<file path="config.mk">
export PLATFORM = sky130hd
export DESIGN_NAME = mem_responder
export DESIGN_NICKNAME = d
export VERILOG_FILES = /design/src/rtl/mem_responder_pkg.sv /design/src/rtl/mem_responder_store.sv /design/src/rtl/mem_responder.sv
export SDC_FILE = /design/constraint.sdc
export NUM_CORES = 1
export LEC_CHECK = 0
export BUFFER_PORTS_ARGS = -buffer_cell sky130_fd_sc_hd__buf_2
export CAP_MARGIN = 15
export CORE_MARGIN = 2
export CORE_UTILIZATION = 25
export CTS_CLUSTER_SIZE = 24
export DETAILED_ROUTE_END_ITERATION = 6
export MAX_ROUTING_LAYER = met4
export SLEW_MARGIN = 0
export SYNTH_ARGS = -nofsm -noshare
export SYNTH_HDL_FRONTEND = slang
export SYNTH_SLANG_ARGS = --single-unit
export TNS_END_PERCENT = 20
</file>
<file path="constraint.sdc">
create_clock -name clk -period 1.4 [get_ports clk]
set_clock_uncertainty 0.15 [all_clocks]
set_input_delay 0.35 -clock clk [delete_from_list [all_inputs] [get_ports clk]]
set_output_delay 0.35 -clock clk [all_outputs]
set_load 0.02 [all_outputs]
</file>
<file path="src/rtl/mem_responder_pkg.sv">
// Shared types and helpers for the memory-side read responder.
package mem_responder_pkg;

  typedef enum logic {
    IDLE = 1'b0,
    BUSY = 1'b1
  } state_t;

  // Latency counter width: max(1, $clog2(latency)).
  function automatic int cnt_width(input int latency);
    int w;
    w = $clog2(latency);
    return (w < 1) ? 1 : w;
  endfunction

endpackage

</file>
<file path="src/rtl/mem_responder_store.sv">
// Word storage with a reset pattern of mem[i] = i and a combinational read port.
// MEM_RESPONDER_WR_EN adds a synchronous preload write port; without it the array is a ROM.
module mem_responder_store
  import mem_responder_pkg::*;
#(
  parameter int ADDR_WIDTH = 8,
  parameter int DATA_WIDTH = 8,
  parameter int DEPTH      = 64
) (
`ifdef MEM_RESPONDER_WR_EN
  input  logic                  clk,
  input  logic                  rst,
  input  logic                  wr_en,
  input  logic [ADDR_WIDTH-1:0] wr_addr,
  input  logic [DATA_WIDTH-1:0] wr_data,
`endif
  input  logic [ADDR_WIDTH-1:0] rd_addr,
  output logic [DATA_WIDTH-1:0] rd_data,
  output logic                  rd_oob
);

  // One extra bit so DEPTH == 2**ADDR_WIDTH is representable.
  localparam logic [ADDR_WIDTH:0] DEPTH_W = (ADDR_WIDTH + 1)'(DEPTH);

  assign rd_oob = ({1'b0, rd_addr} >= DEPTH_W);

`ifdef MEM_RESPONDER_WR_EN
  localparam int IDX_W = (DEPTH > 1) ? $clog2(DEPTH) : 1;

  logic [DATA_WIDTH-1:0] mem [DEPTH];
  logic                  wr_oob;

  assign wr_oob = ({1'b0, wr_addr} >= DEPTH_W);

  always_ff @(posedge clk or negedge rst) begin
    if (!rst) begin
      for (int i = 0; i < DEPTH; i++) begin
        mem[i] <= DATA_WIDTH'(i);
      end
    end else if (wr_en && !wr_oob) begin
      mem[wr_addr[IDX_W-1:0]] <= wr_data;
    end
  end

  assign rd_data = rd_oob ? '0 : mem[rd_addr[IDX_W-1:0]];
`else
  assign rd_data = rd_oob ? '0 : DATA_WIDTH'(rd_addr);
`endif

endmodule

</file>
<file path="src/rtl/mem_responder.sv">
// Fixed-latency read responder: accepts init+addr, holds mem_busy for LATENCY cycles, returns one word.
// Optional preload write port enabled by defining MEM_RESPONDER_WR_EN.
//
// Handshake: a request is accepted on a rising edge where init=1 and state is IDLE (mem_busy=0);
// init is ignored while mem_busy=1. data_valid (and err for out-of-range) pulse for exactly one
// cycle in the cycle after mem_busy falls; data_out holds until the next completion.
module mem_responder
  import mem_responder_pkg::*;
#(
  parameter int ADDR_WIDTH = 8,
  parameter int DATA_WIDTH = 8,
  parameter int DEPTH      = 64,
  parameter int LATENCY    = 2
) (
  input  logic                  clk,
  input  logic                  rst,
  input  logic                  init,
  input  logic [ADDR_WIDTH-1:0] addr,
`ifdef MEM_RESPONDER_WR_EN
  input  logic                  wr_en,
  input  logic [ADDR_WIDTH-1:0] wr_addr,
  input  logic [DATA_WIDTH-1:0] wr_data,
`endif
  output logic                  mem_busy,
  output logic [DATA_WIDTH-1:0] data_out,
  output logic                  data_valid,
  output logic                  err,
  output state_t                state_dbg
);

  localparam int             CW       = cnt_width(LATENCY);
  localparam logic [CW-1:0]  CNT_LOAD = CW'(LATENCY - 1);

  state_t                state;
  state_t                next_state;
  logic                  accept;
  logic                  complete;
  logic [ADDR_WIDTH-1:0] addr_q;
  logic [CW-1:0]         cnt;
  logic [DATA_WIDTH-1:0] rd_data;
  logic                  rd_oob;

  mem_responder_store #(
    .ADDR_WIDTH (ADDR_WIDTH),
    .DATA_WIDTH (DATA_WIDTH),
    .DEPTH      (DEPTH)
  ) u_store (
`ifdef MEM_RESPONDER_WR_EN
    .clk     (clk),
    .rst     (rst),
    .wr_en   (wr_en),
    .wr_addr (wr_addr),
    .wr_data (wr_data),
`endif
    .rd_addr (addr_q),
    .rd_data (rd_data),
    .rd_oob  (rd_oob)
  );

  always_ff @(posedge clk or negedge rst) begin
    if (!rst) begin
      state <= IDLE;
    end else begin
      state <= next_state;
    end
  end

  always_comb begin
    next_state = state;
    accept     = 1'b0;
    complete   = 1'b0;
    case (state)
      IDLE: begin
        if (init) begin
          accept     = 1'b1;
          next_state = BUSY;
        end
      end
      BUSY: begin
        if (cnt == '0) begin
          complete   = 1'b1;
          next_state = IDLE;
        end
      end
      default: next_state = IDLE;
    endcase
  end

  assign mem_busy  = (state == BUSY);
  assign state_dbg = state;

  always_ff @(posedge clk or negedge rst) begin
    if (!rst) begin
      addr_q     <= '0;
      cnt        <= '0;
      data_out   <= '0;
      data_valid <= 1'b0;
      err        <= 1'b0;
    end else begin
      data_valid <= complete;
      err        <= complete && rd_oob;
      if (accept) begin
        addr_q <= addr;
        cnt    <= CNT_LOAD;
      end else if (mem_busy && cnt != '0) begin
        cnt <= cnt - CW'(1);
      end
      // Read happens before any same-edge write lands in the store.
      if (complete) begin
        data_out <= rd_data;
      end
    end
  end

endmodule

</file>
Word level (Yosys, flattened, before mapping)
Cells that the tools add are included. Widths: inputs -> output; s select.

Bitwise logic cells: 1. $lt $le $gt $ge: 1. Equal/unequal tests: 0. Multipliers: 0. Shift operators: 0. Div/mod/pow operators: 0. Muxes and demuxes: 9. Add/subtract/negate cells: 1. Reductions and logical operators: 3.

Operators by type and width (number): $ge 8x7->1 const B (1); $mux 8 (1); $mux 1 (7); $logic_and 1x1->1 (2); $pmux 1 s2 (1); $reduce_bool 2->1 (1); $not 1->1 (1); $sub 1x1->1 const B (1).

Input port bits: 11. Memories kept: 0. RAM bits: 0. Bits in registers: 20. Latch bits: 0. Output and inout port bits: 12. Bits in read-only memories: 0.

Logic depth before layout (Yosys ltp)
Depth in word-level cells: 3. Mapped depth: 3. Mapped depth without buffers: 2.

Cells and area by module
A second synthesis with hierarchy kept.

Cells, all modules: 55. Area total of the unflattened synthesis: 852.1 um^2.

Modules (own cells, without submodules): mem_responder (times used 1, area each 782.0 um^2, cells each 45); mem_responder_store (times used 1, area each 70.1 um^2, cells each 10).

Worst setup path after synthesis
Ideal clock, no wire load.

Path kind: flip-flop to flip-flop. Start point: reg state (netlist: mem_busy). End point: reg addr_q[0]. Data required time: 1125 ps. Setup slack: 17 ps. Arrival: 1108 ps. Clock period less this slack: 1383 ps. Buffers on the path: 1. Cell stages (with the launch flop): 4. Path through: dfrtp_1 > nor2b_1 > buf_6 > mux2_4.

Longest elaborated chain between the ends: 1.

Ends and longest elaborated chain: start: declaration (RTL line mem_responder.sv:34) `state_t state;`; start signal: assignment (RTL line mem_responder.sv:64) `state <= next_state;`; $mux 1 (RTL line mem_responder.sv:72) `case (state)`; end signal: assignment (RTL line mem_responder.sv:103) `addr_q <= addr;`; end: declaration (RTL line mem_responder.sv:38) `logic [ADDR_WIDTH-1:0] addr_q;`.

No other way between the ends. A chain may end at the register's enable or synchronous reset.

Worst setup path in the final report
Start point: reg state (netlist: mem_busy). End point: out mem_busy.

RTL lines: end: declaration (RTL line mem_responder.sv:24) `output logic mem_busy,`.

No word-level cell between the ends.

==> impl_metrics.yaml <==
yosys:
  synth_edf_count: 0
  synth_seq_cells: 20
  synth_top_area_share_pct: 64.8
  synth_nets: 59
  syn-cell-area_sq_um: 772
  synth_top_area_cell: "dfrtp_1"
  synthTopCellsByArea: "dfrtp_1 65%, mux2_4 16%, a22o_1 6.8%"
  synth_warnings: 0
  synthDistinctLibCells: 13
  netlist_instances: 48
  synth-main-ff-cell: "dfrtp_1"
  synthArstFlopShare_pct: 100
  seq_area_frac_synth_pct: 64.8
  avgSynthCellArea_sq_um: 16.1
  synth_top_cells_by_count: "20 x dfrtp_1, 8 x mux2_4, 6 x a22o_1"
  yosysMostFrequentCell: "dfrtp_1"
sta:
  hold_viol: 0
  slew_headroom_pct: 70.7
  fin_ws_ns: -0.0477
  fmax_mhz: 691
  fin_crit_sh_pct: 103
  fin_tns_setup_ns: -0.0950
  worst_slew_pin_slew_ns: 0.440
  min_period_ns: 1.45
  slew_violations: 0
  setup_viol: 2
  grt_setup_unrepaired: "yes"
layout:
  fin_nets: 89
  areaGrowthSynthToFinish_pct: 36.8
  final_cells: 110
  n_antenna_cell: 0
  drive_above_1_share_pct: 53.2
floorplan:
  fp.dieArea_sq_mm: 0.00355
  coreArea_sq_mm: 0.00300
  io-pin-count: 23
  initial_core_util_pct: 25.7
  die_h_um: 59.6
  num_rows: 20
  die_x_um: 59.6
clock_network:
  cts_sinks: 20
  clk_latency_ns: 0.31
  cts_tree: "done"
  cts_root_buf: "clkbuf_4"
  cts_buffers: 3
  path_clk_slew_ns: 0.13
  h-tree-depth: 1
  clockBufferDepth: 2
worst_setup_path:
  cp-start-kind: "flop"
  arrival_ns: 0.95
  r2r-start: "mem_busy$_DFF_PN0_"
  r2r_end: "addr_q[6]$_DFFE_PN0P_"
  path_max_fanout: 3
  worstPathRequired_ns: 0.90
  crit_path_end_kind: "primary output"
  criticalPathCategory: "reg2out"
  r2r.worst_path.cells: 4
  r2r_slack_ns: 0
routing:
  drc: 0
  ant_nets: 0
  viasPerCell: 4.43
  vias: 487
  drt-initial-drc-count: 16
  wl_um: 1510
  drt_pass1_iterations: 2
  wl_per_cell_um: 13.7
global_routing:
  busiest_layer: "met2"
  overflow: 0
  grtUsageMet3_pct: 3.93
  grt_max_degree: 21
  grt_pass1_wl_um: 2550
  use_met1_pct: 12.6
  use_met2_pct: 16.3
  track_usage_pct: 10.3
  antenna_found_initial: 0
  grt_pass1_vias: 516
outcome:
  status: "complete, but fails checks"
  violations: "setup timing"
place:
  detailed_place_hpwl_um: 1100
  gp_congestion: 0.755
  port_buffers: 22
  place_inst: 103
power:
  power_per_cell_area_mw_per_mm2: 2170
  ir_worst_vdd_uv: 1170
  p_leak_nw: 0.547
hold_path:
  worst_hold_path.num_cells: 2
  hp-start: "addr[7]"
  min_path_type: "in2reg"
  min_to: "addr_q[7]$_DFFE_PN0P_"
flow_run:
  cap_violations: 0
==> worst max-delay path, stage by stage, from the launching register on <==
cell	delay [ns]
dfrtp_1	0.41
buf_6	0.13
buf_6	0.12
==> cell type report <==
class | count | area (sq um)
clock buffers | 3 | 22.5
clock inverters | 1 | 30.0
fillers | 313 | 1950
inverters | 1 | 3.75
multi-input cells | 24 | 251
flip-flops and latches | 20 | 500
well taps | 33 | 41.3
repair buffers | 28 | 206
==> state kept, by name, summed over array words and instances, names as in the netlist <==
signal      count
data_out        8
addr_q          8
data_valid      1
cnt             1
mem_busy        1
err             1
==> how the worst max path moves through the flow <==
stage,slack (ns),start,endpoint,cells past startpoint
floorplan,0.02,mem_busy$_DFF_PN0_,addr_q[0]$_DFFE_PN0P_,3
global placement,0.05,init,addr_q[2]$_DFFE_PN0P_,4
detailed placement,0.02,init,addr_q[2]$_DFFE_PN0P_,4
CTS,-0.07,mem_busy$_DFF_PN0_,mem_busy,2
global route,-0.12,mem_busy$_DFF_PN0_,mem_busy,2
finish,-0.05,mem_busy$_DFF_PN0_,mem_busy,2
==> routing by layer <==
layer,vias to the layer above,part of all wire (%)
li1,225,-
met1,244,45
met2,16,49
met3,2,6.1
met4,0,0.33
met5,-,0
==> cells in the final DEF (no fill, tap or decap), types with 2 or more instances in the layout <==
cell	count
dfrtp_1	20
buf_2	16
buf_6	9
mux2_4	8
a22o_1	6
nor2_1	4
clkbuf_4	3
and2_1	2
buf_4	2
==> per-stage QoR <==
stage	cell area [sq um]	util [%]	setup slack, ns	total power, W	hold slack [ns]
5_1_grt	1060	35.2	-0.120	0.00243	0.0931
3_3_place_gp	922	30.7	0.0468	0.00166	0.155
2_1_floorplan	772	-	0.0170	0.00148	-0.0956
4_1_cts	1030	34.2	-0.0694	0.00229	0.107
3_5_place_dp	922	30.7	0.0221	0.00169	0.176
6_report	1060	35.2	-0.0477	0.00229	0.107
==> cells by family after synthesis <==
| family | Yosys count | synth area share (%) |
|---|---|---|
| AOI/OAI and AO/OA | 7 | 7.78 |
| buffers and inverters | 4 | 3.56 |
| DFF | 20 | 64.8 |
| muxes | 8 | 15.6 |
| and+or+nand+nor | 9 | 8.27 |
==> where the power goes <==
group	internal (W)	switching [W]
Clock	0.000290	0.000186
Sequential	0.000790	0.000156
Combinational	0.000496	0.000375
==> what timing repair did <==
| action | CTS | global route |
|---|---|---|
| setup buffers | 2 | 0 |
| hold endpoints to repair | 20 | 0 |
| gates resized for setup | 8 | 9 |
| setup endpoints to repair | 2 | 20 |
| pin swaps | 0 | 1 |
| hold buffers | 1 | 0 |
| gates cloned | 0 | 0 |
Note: power is estimated with default switching activity, not from simulation.
